<file path="src/rtl/apu_pkg.sv">
// Shared widths and sample conversion for the APU audio output path.
package apu_pkg;

  localparam int SAMPLE_W     = 9;
  localparam int PCM_W        = 16;
  localparam int SLOT_BITS    = 16;
  localparam int FRAME_BITS   = 32;
  localparam int MIDPOINT_DEF = 256;

  // Re-centre the unsigned mixer code on zero and left-justify it into a PCM word.
  function automatic logic signed [PCM_W-1:0] to_pcm(input logic [SAMPLE_W-1:0] x,
                                                     input int midpoint);
    int d;
    d = int'(x) - midpoint;
    return PCM_W'(d * 128);
  endfunction

endpackage

</file>
<file path="src/rtl/bclk_divider.sv">
// Bit-clock generator: divides clk down to BCLK and flags the clk edge on which BCLK falls.
module bclk_divider #(
  parameter int CLK_DIV = 4
) (
  input  logic clk,
  input  logic reset_n,
  input  logic enable,
  output logic i2s_bclk,
  output logic fall_tick
);

  localparam int CW = (CLK_DIV > 1) ? $clog2(CLK_DIV) : 1;

  logic [CW-1:0] div_cnt;
  logic          at_top;

  assign at_top    = (div_cnt == CW'(CLK_DIV - 1));
  assign fall_tick = enable && at_top && i2s_bclk;

  always_ff @(posedge clk or negedge reset_n) begin
    if (!reset_n) begin
      div_cnt  <= '0;
      i2s_bclk <= 1'b0;
    end else if (!enable) begin
      div_cnt  <= '0;
      i2s_bclk <= 1'b0;
    end else if (at_top) begin
      div_cnt  <= '0;
      i2s_bclk <= ~i2s_bclk;
    end else begin
      div_cnt  <= div_cnt + CW'(1);
    end
  end

endmodule

</file>
<file path="src/rtl/apu_i2s_tx.sv">
// Philips I2S transmitter for the APU mixer: converts the L/R pair to 16-bit PCM and serialises it.
module apu_i2s_tx
  import apu_pkg::*;
#(
  parameter int CLK_DIV  = 4,
  parameter int MIDPOINT = MIDPOINT_DEF
) (
  input  logic                clk,
  input  logic                reset_n,
  input  logic                enable,
  input  logic                mute,
  input  logic [SAMPLE_W-1:0] sound_l,
  input  logic [SAMPLE_W-1:0] sound_r,
  output logic                i2s_bclk,
  output logic                i2s_lrck,
  output logic                i2s_sdata,
  output logic                frame_strobe
);

  localparam int NW = $clog2(FRAME_BITS);

  logic                  fall_tick;
  logic [NW-1:0]         n;
  logic [NW-1:0]         n_next;
  logic [FRAME_BITS-1:0] sh;
  logic [FRAME_BITS-1:0] frame_word;
  logic [PCM_W-1:0]      pcm_l;
  logic [PCM_W-1:0]      pcm_r;

  bclk_divider #(.CLK_DIV(CLK_DIV)) u_div (
    .clk       (clk),
    .reset_n   (reset_n),
    .enable    (enable),
    .i2s_bclk  (i2s_bclk),
    .fall_tick (fall_tick)
  );

  always_comb begin
    pcm_l      = mute ? '0 : to_pcm(sound_l, MIDPOINT);
    pcm_r      = mute ? '0 : to_pcm(sound_r, MIDPOINT);
    frame_word = {pcm_l, pcm_r};
    n_next     = n + NW'(1);
  end

  // The old sh[31] goes out on the load tick too, which gives the one-BCLK I2S delay.
  always_ff @(posedge clk or negedge reset_n) begin
    if (!reset_n) begin
      n            <= '1;
      sh           <= '0;
      i2s_lrck     <= 1'b0;
      i2s_sdata    <= 1'b0;
      frame_strobe <= 1'b0;
    end else if (!enable) begin
      n            <= '1;
      sh           <= '0;
      i2s_lrck     <= 1'b0;
      i2s_sdata    <= 1'b0;
      frame_strobe <= 1'b0;
    end else begin
      frame_strobe <= 1'b0;
      if (fall_tick) begin
        n         <= n_next;
        i2s_lrck  <= n_next[NW-1];
        i2s_sdata <= sh[FRAME_BITS-1];
        if (n_next == '0) begin
          sh           <= frame_word;
          frame_strobe <= 1'b1;
        end else begin
          sh <= sh << 1;
        end
      end
    end
  end

endmodule

</file>
<file path="config.mk">
export PLATFORM = sky130hd
export DESIGN_NAME = apu_i2s_tx
export DESIGN_NICKNAME = d
export VERILOG_FILES = /design/src/rtl/apu_pkg.sv /design/src/rtl/bclk_divider.sv /design/src/rtl/apu_i2s_tx.sv
export SDC_FILE = /design/constraint.sdc
export NUM_CORES = 1
export LEC_CHECK = 0
export BUFFER_PORTS_ARGS = -buffer_cell sky130_fd_sc_hd__buf_2
export CAP_MARGIN = 20
export CORE_UTILIZATION = 35
export CTS_CLUSTER_SIZE = 40
export DETAILED_ROUTE_END_ITERATION = 6
export GPL_TIMING_DRIVEN = 0
export HOLD_SLACK_MARGIN = 0.05
export SYNTH_ARGS = -nofsm -noshare
export SYNTH_HDL_FRONTEND = slang
export SYNTH_SLANG_ARGS = --single-unit
</file>
<file path="constraint.sdc">
create_clock -name clk -period 1.5 [get_ports clk]
set_clock_uncertainty 0.2 [all_clocks]
set_input_delay 0.075 -clock clk [delete_from_list [all_inputs] [get_ports clk]]
set_output_delay 0.075 -clock clk [all_outputs]
set_load 0.01 [all_outputs]
</file>
==> impl_metrics.toml, run 1 <==
[status]
outcome = "finished with violations"
violations = "setup timing"

[synthesis]
ys_async_sr_fraction_pct = 100
synth_area_leader_cell = "dfrtp_1"
synth_top_family_by_area = "simple AND/OR/NAND/NOR gates"
syn_avg_cell_area_sq_um = 9.78
ys_warn_count = 0
syn-instance-count = 177
yosys-top-cells-count = "nand2_1 (35), dfrtp_1 (31), o21ai_0 (18)"
syn_nets = 201
synthMuxAreaShare_pct = 0
synthDominantCellAreaShare_pct = 44.8
yosys.area_share.simple_pct = 21.4
synth-xor-area-share_pct = 2.53
synth_compound_area_share_pct = 17.8
synthAdderAreaFrac_pct = 1.45
synth-edff-count = 0
syn_area_sq_um = 1730
yosys-top-cells-area = "dfrtp_1 (45%), dfstp_2 (7.6%), nand2_1 (7.6%)"
yosysMostFrequentCell = "nand2_1"
synthFlopType = "dfrtp_1"
yosysSeqAreaShare_pct = 52.4
ys_seq_elements = 36
synth.distinct_cells = 26

[drt]
vias_per_cell = 4.98
routedWlPerCell_um = 14.2
ant_nets = 0
drt_first_iter_violations = 146
drc = 0
num_vias = 1543
first_pass_iters = 4
finalWirelength_um = 4400

[setup_path]
reg2reg_setup_slack_ns = -0.29
cpMaxStageDelayCell = "dfstp_2"
cpPeakStageDelay_ns = 0.61
critPathCaptureType = "register"
critical_path_required_ns = 1.50
r2r-end = "sh[15]$_DFFE_PN0P_"
crit_chain = "and4_4 -> o211ai_4 -> or3_1 -> a31oi_1"
critical_path_class = "register to register"
crit_buf_inv = 0
r2r-start = "n[0]$_DFFE_PN1P_"
arrival_ns = 1.79
critPathMaxFanout = 6
r2r_cells = 4
startpoint_type = "register"
cp_top_family = "simple AND/OR/NAND/NOR gates"

[timing]
rsz0062_at_grt = "yes"
fin_ws_ns = -0.287
maxSlewViolCount = 0
setup_viol = 27
hold_viol = 0
slew-limit-headroom_pct = 45.7
post-route-period-util_pct = 119
worst_pin_slew_ns = 0.814
fin_tns_setup_ns = -5.99
final.min_clock_period_ns = 1.79
fmax_ghz = 0.560
fin_hold_ws_ns = 0.223

[global_routing]
first_global_vias = 1484
antenna_found_initial = 0
grt_max_degree = 37
grt_pass1_wl_um = 6940
groute.usage.overall_pct = 17.6
grt_overflow = 0

[cts]
clock_path_buffers = 2
clk_pin_slew_ns = 0.07
cts_tree = "done"
cts_buffers = 5
cts.sinks = 36
cts_root_buf = "clkbuf_8"
htreeDepth = 2
clkLatencyLatePin_ns = 0.28

[placed_design]
dp_hpwl_um = 2560
dp_slack_ns = -0.330
dpl_cell_area_sq_um = 1970
gp_congestion = 0.736
io_buffers = 25

[die]
die-area_sq_um = 5230
coreArea_sq_um = 4750
initial_utilization_pct = 36.4
row_count = 25
die_x_um = 72.3
die_h_um = 72.3
ioPinCount = 26

[pwr]
sequentialPowerShare_pct = 52.7
sw_frac_of_total_pct = 23.6
clockPowerShare_pct = 35.0
p_int_mw = 1.44
p_per_area_nw_per_um2 = 765
ir_worst_vdd_v = 0.000448
leakage_nw = 1.06
p_switching_mw = 0.445
p_comb_share_pct = 12.3

[finish]
layout.area.seq_sq_um = 907
nets = 266
nFillCells = 467
area_growth_pct = 42.2
antenna_cells = 0
multi_input_area_sq_um = 830
drive_above_1_share_pct = 29.2
fin_area_sq_um = 2460

[job]
maxCapViolations = 0

[worst_hold_path]
hold_class = "primary input to asynchronous set/reset pin"
timing repair:
action,in CTS,in global routing
setup buffers,4,8
endpoints found under the setup margin,33,30
cloned,2,0
hold buffers,21,0
endpoints found under the hold margin,49,0
resized for setup,17,15
pin swaps,7,23
sequential cells by signal, summed over array words and instances (netlist names):
register        cells
u_div.i2s_bclk      1
i2s_sdata           1
sh                 25
i2s_lrck            1
u_div.div_cnt       2
frame_strobe        1
n                   5
worst register-to-register path, cell delays in order (launching register included):
cell and delay, ns:
dfstp_2 0.61, and4_4 0.27, o211ai_4 0.12, or3_1 0.34, a31oi_1 0.18
cell usage in the layout, fill, tap and decap left out, types with 2 or more instances in the layout:
master,count
buf_6,9
dfstp_2,5
dlygate4sd3_1,21
clkbuf_1,8
and2_1,2
or3_1,3
buf_4,9
o21ai_0,18
buf_2,27
dfrtp_1,31
clkbuf_8,6
nand3b_1,15
a31oi_1,17
nand2_1,33
nand2_2,2
a21boi_0,2
nand3_2,4
nand3_1,6
a21boi_1,7
xor2_1,4
ha_4,2
metrics by stage:
step	total power [mW]	utilization, %	std cells
2_1_floorplan	1.09	-	177
3_3_place_gp	1.16	41.4	269
3_5_place_dp	1.16	41.4	269
4_1_cts	1.88	49.3	303
5_1_grt	1.97	51.8	310
6_report	1.88	51.8	310
worst max-delay path by stage:
stage,from,to,cells after the start
after floorplan,n[0]$_DFFE_PN1P_,sh[10]$_DFFE_PN0P_,6
after global routing,n[0]$_DFFE_PN1P_,sh[10]$_DFFE_PN0P_,5
after CTS,n[4]$_DFFE_PN1P_,sh[10]$_DFFE_PN0P_,6
after detailed placement,n[0]$_DFFE_PN1P_,sh[10]$_DFFE_PN0P_,6
final,n[0]$_DFFE_PN1P_,sh[15]$_DFFE_PN0P_,4
after global placement,n[0]$_DFFE_PN1P_,sh[12]$_DFFE_PN0P_,6
power by group through the flow:
| stage | logic (mW) | clock network, mW | registers [mW] |
|---|---|---|---|
| after global routing | 0.253 | 0.719 | 0.993 |
| after CTS | 0.214 | 0.679 | 0.990 |
| after detailed placement | 0.156 | 0 | 1.01 |
| final | 0.231 | 0.660 | 0.993 |
| after floorplan | 0.0806 | 0 | 1.01 |
| after global placement | 0.155 | 0 | 1.01 |
per-layer routing:
layer / vias up / track usage [%] / share of wire [%]
met4: 0 / 6.54 / 1.2
met3: 6 / 4.72 / 4.5
met1: 730 / 24.7 / 46
met2: 50 / 26.0 / 48
met5: - / 0 / 0
li1: 757 / - / -
cell type report:
| type | instances | share of cell area (%) |
|---|---|---|
| flip-flops and latches | 36 | 36.8 |
| multi-input cells | 126 | 33.7 |
| repair buffers | 60 | 18.8 |
| plain buffers | 13 | 4.01 |
| well taps | 67 | 3.40 |
| clock buffers | 8 | 3.25 |
cells by family after synthesis:
group / count (synthesis)
and+or+nand+nor: 71
DFF: 36
adders and majority gates: 2
buffers and inverters: 15
AOI/OAI and AO/OA: 48
xor gates and xnor gates: 5
Power figures use the tool's default switching activity.
==> run 2: changes to the inputs <==
CORE_UTILIZATION = 28   (was 35)
==> run 2 against run 1 <==
Net effect:
- design area is 0.25% lower
- combinational power about the same
- clock-buffer cell count is the same
- via count hardly changed
- worst setup slack got worse by 0.052 ns
- sequential share of layout area is 0.094 points higher
- sequential power barely moved
- non-clock buffer count fell by 4
- die area is 24% higher
- the flow still finishes with violations (setup timing)
==> impl_metrics.toml, run 2 (same netlist as run 1, synthesis figures left out) <==
[drt]
vias_per_cell = 4.92
drt_first_iter_violations = 89
drc = 0
ant_nets = 0
num_vias = 1544
first_pass_iters = 4
routedWlPerCell_um = 13.5
finalWirelength_um = 4250

[setup_path]
crit_chain = "and4_4 -> o211a_1 -> buf_6 -> clkbuf_16 -> nand3b_1 -> a31oi_1"
cpPeakStageDelay_ns = 0.60
cpMaxStageDelayCell = "dfstp_2"
r2r_cells = 6
r2r-start = "n[1]$_DFFE_PN1P_"
critical_path_class = "register to register"
critical_path_required_ns = 1.50
startpoint_type = "register"
r2r-end = "sh[11]$_DFFE_PN0P_"
arrival_ns = 1.84
reg2reg_setup_slack_ns = -0.34
critPathMaxFanout = 5
critPathCaptureType = "register"

[finish]
nets = 262
layout.area.seq_sq_um = 907
largest_register = "sh"
antenna_cells = 0
drive_above_1_share_pct = 27.2
nFillCells = 594
area_growth_pct = 41.8
mostFrequentLayoutCell = "nand2_1"
fin_area_sq_um = 2460
top_regs = "sh (25), n (5), u_div.div_cnt (2)"
multi_input_area_sq_um = 813
finalNonFillerCells = 314
final_util_pct = 41.2
largest_reg_flops = 25
final_cell_mix = "nand2_1 (33), dfrtp_1 (31), buf_2 (26)"

[die]
die_h_um = 80.6
coreArea_sq_um = 5960
initial_utilization_pct = 29.1
die-area_sq_um = 6500
die_x_um = 80.6
ioPinCount = 26
row_count = 28

[status]
outcome = "finished with violations"
violations = "setup timing"

[timing]
setup_viol = 28
rsz0062_at_grt = "yes"
fin_tns_setup_ns = -6.47
fmax_ghz = 0.544
worst_pin_slew_ns = 0.802
final.min_clock_period_ns = 1.84
fin_ws_ns = -0.339
post-route-period-util_pct = 123
maxSlewViolCount = 0
slew-limit-headroom_pct = 46.5
hold_viol = 0

[global_routing]
first_global_vias = 1580
grt_max_degree = 37
antenna_found_initial = 0
groute.usage.overall_pct = 14.8
grt_pass1_wl_um = 7260
grt_overflow = 0

[cts]
cts_buffers = 5
htreeDepth = 2
clock_path_buffers = 2
cts_root_buf = "clkbuf_8"
cts_tree = "done"
cts.sinks = 36
clk_pin_slew_ns = 0.07
clkLatencyLatePin_ns = 0.29

[placed_design]
dp_hpwl_um = 2580
dp_cells = 277
io_buffers = 25
gp_congestion = 0.787
dpl_cell_area_sq_um = 1980

[worst_hold_path]
hold_class = "primary input to asynchronous set/reset pin"

[pwr]
leakage_nw = 1.07
p_per_area_nw_per_um2 = 788
ir_worst_vdd_v = 0.000477
finalPower_mw = 1.94

[job]
maxCapViolations = 0
[run 2: area by class of cell]
type	instances	share of cell area [%]
Timing Repair Buffer	55	17.4
Buffer	14	5.04
Tap cell	75	3.82
Clock buffer	8	3.67
Multi-Input combinational cell	126	33.1
Sequential cell	36	36.9
[run 2: worst max-delay path by stage]
stage                      from            endpoint  slack [ns]  cells past startpoint
6_report       n[1]$_DFFE_PN1P_  sh[11]$_DFFE_PN0P_       -0.34                      6
5_1_grt        n[0]$_DFFE_PN1P_  sh[12]$_DFFE_PN0P_       -0.39                      6
4_1_cts        n[0]$_DFFE_PN1P_  sh[12]$_DFFE_PN0P_       -0.31                      6
3_5_place_dp   n[0]$_DFFE_PN1P_  sh[12]$_DFFE_PN0P_       -0.32                      6
3_3_place_gp   n[0]$_DFFE_PN1P_  sh[11]$_DFFE_PN0P_       -0.32                      6
2_1_floorplan  n[0]$_DFFE_PN1P_  sh[10]$_DFFE_PN0P_       -0.15                      6
[run 2: layer usage]
layer  global-route usage, %  share of wire, %
met1                    20.4                47
met3                    4.09               4.4
met5                       0                 0
met4                    4.29               1.4
met2                    22.6                47
[run 2: power by group]
group          switching [mW]  internal [mW]
sequential             0.0103          0.983
combinational           0.103          0.128
clock                   0.336          0.375
total                   0.450           1.49
[run 2: timing repair]
item	in CTS	in global routing
hold endpoints to repair	49	0
setup buffers	5	2
gates cloned	1	1
pin swaps	11	13
hold buffers	21	0
resized for setup	15	14
setup endpoints to repair	33	31
[run 2: critical path, delay by kind of cell (launching register included)]
kind / cells / cell delay [ns]
flops: 1 / 0.60
simple gates: 2 / 0.34
compound gates: 2 / 0.34
buf+inv: 2 / 0.27
[run 2: through the flow]
step	setup slack, ns	hold slack, ns
5_1_grt	-0.391	0.310
6_report	-0.339	0.214
2_1_floorplan	-0.154	-0.421
3_3_place_gp	-0.316	0.0211
3_5_place_dp	-0.324	0.0168
4_1_cts	-0.306	0.250
==> run 3: changes to the inputs <==
CORE_MARGIN = 2   (was not set)
CTS_BUF_LIST = sky130_fd_sc_hd__clkbuf_4 sky130_fd_sc_hd__clkbuf_8   (was not set)
==> run 3 against run 2 <==
Net effect:
- the flow still finishes with violations (setup timing)
- design area increased by 0.66%
- sequential share of layout area down 0.24 points
- sequential power about the same
- critical endpoint is now frame_strobe$_DFF_PN0_
- core utilization rose by 0.27 points
- register-to-register slack better by 0.02 ns
- sequential cell count unchanged
- largest cell class unchanged
- clock-buffer cell count is the same
- largest power group unchanged
- total power is 1.6% higher
- non-clock buffer count increased by 3
- via count down 0.65%
- combinational power about the same
==> impl_metrics.toml, run 3 (same netlist as run 1, synthesis figures left out) <==
[cts]
cts_root_buf = "clkbuf_8"
cts_tree = "done"
clk_pin_slew_ns = 0.07
cts_buffers = 5
htreeDepth = 2
clkLatencyLatePin_ns = 0.29
cts.sinks = 36
clock_path_buffers = 2

[global_routing]
grt.met2_usage_pct = 21.0
first_global_vias = 1586
grt_pass1_wl_um = 7220
groute.usage.overall_pct = 13.8
grt_max_degree = 37
globalRoute.busiestLayer = "met2"
grt_overflow = 0
antenna_found_initial = 0
gr-usage-met1_pct = 19.0
use_met3_pct = 4.02

[die]
die_x_um = 82.6
row_count = 28
die_h_um = 82.6
initial_utilization_pct = 29.1
die-area_sq_um = 6830
ioPinCount = 26
coreArea_sq_um = 5960

[timing]
setup_viol = 28
hold_viol = 0
worst_pin_slew_ns = 0.791
final.min_clock_period_ns = 1.82
post-route-period-util_pct = 121
fin_ws_ns = -0.315
fin_hold_ws_ns = 0.201
slew-limit-headroom_pct = 47.3
maxSlewViolCount = 0
rsz0062_at_grt = "yes"
fmax_ghz = 0.551

[finish]
top_regs = "sh (25), n (5), u_div.div_cnt (2)"
antenna_cells = 0
finalNonFillerCells = 317
drive_above_1_share_pct = 29.3
mostFrequentLayoutCell = "nand2_1"
largest_register = "sh"
largest_reg_flops = 25
nets = 265
final_cell_mix = "nand2_1 (34), dfrtp_1 (31), buf_2 (26)"
area_growth_pct = 42.8

[pwr]
p_per_area_nw_per_um2 = 795
leakage_nw = 1.09
ir_worst_vdd_v = 0.000531

[status]
outcome = "finished with violations"
violations = "setup timing"

[job]
maxCapViolations = 0

[setup_path]
critPathCaptureType = "register"
critPathMaxFanout = 10
arrival_ns = 1.79
startpoint_type = "register"
critical_path_class = "register to register"
critical_path_required_ns = 1.48

[placed_design]
gp_congestion = 0.788
dp_hpwl_um = 2640
io_buffers = 25
dp_cells = 277

[drt]
routedWlPerCell_um = 13.3
drc = 0
ant_nets = 0
num_vias = 1534
first_pass_iters = 4
vias_per_cell = 4.84
finalWirelength_um = 4230
drt_first_iter_violations = 88

[worst_hold_path]
hold_class = "primary input to asynchronous set/reset pin"
==> run 3: area by class of cell <==
class                           instances  area [sq um]
Timing Repair Buffer                   58           453
Fill cell                             605          3480
Clock buffer                            8          97.6
Buffer                                 14           118
Tap cell                               75          93.8
Sequential cell                        36           907
Multi-Input combinational cell        126           803
==> run 3: timing repair <==
item	4_1_cts	5_1_grt
setup buffers	4	7
endpoints found under the hold margin	49	0
pin swaps	12	12
endpoints found under the setup margin	32	30
hold buffers	21	0
gates resized for setup	21	10
cloned	1	0
==> run 3: final timing paths <==
kind,cells after the start,slack [ns],endpoint,startpoint
setup reg to reg,6,-0.32,frame_strobe$_DFF_PN0_,n[0]$_DFFE_PN1P_
max in group asynchronous,2,0.40,i2s_sdata$_DFFE_PN0P_,reset_n
hold reg to reg,1,0.24,u_div.div_cnt[0]$_DFF_PN0_,u_div.div_cnt[0]$_DFF_PN0_
setup / recovery,6,-0.32,frame_strobe$_DFF_PN0_,n[0]$_DFFE_PN1P_
hold / removal,2,0.20,u_div.div_cnt[1]$_DFF_PN0_,reset_n
min in group clk,1,0.24,u_div.div_cnt[0]$_DFF_PN0_,u_div.div_cnt[0]$_DFF_PN0_
==> run 3: where the power goes <==
part	switching, mW	internal, mW	leakage (nW)
sequential	0.00766	0.983	0.483
combinational	0.102	0.127	0.557
clock	0.336	0.411	0.0523
==> run 3: per-layer routing <==
metal / up-vias / wire length, um
met1: 742 / 2030
met5: - / 0
met3: 6 / 184
met2: 32 / 1960
met4: 0 / 55
li1: 754 / -
==> run 3: worst max-delay path, stage by stage, from the launching register on <==
cell,delay [ns]
dfstp_2,0.60
a211oi_2,0.11
o211a_1,0.25
buf_6,0.13
buf_8,0.13
buf_4,0.13
and3_1,0.16
==> run 3: stage by stage <==
step                util, %  TNS, ns  worst slack [ns]  power [mW]  instance area (sq um)
floorplan                 -    -2.16            -0.154        1.09                   1760
global placement       33.2    -5.96            -0.319        1.16                   1980
detailed placement     33.2    -6.41            -0.323        1.16                   1980
CTS                    40.1    -5.87            -0.296        1.97                   2390
global route           41.5    -8.83            -0.395        2.06                   2470
finish                 41.5    -6.44            -0.315        1.97                   2470
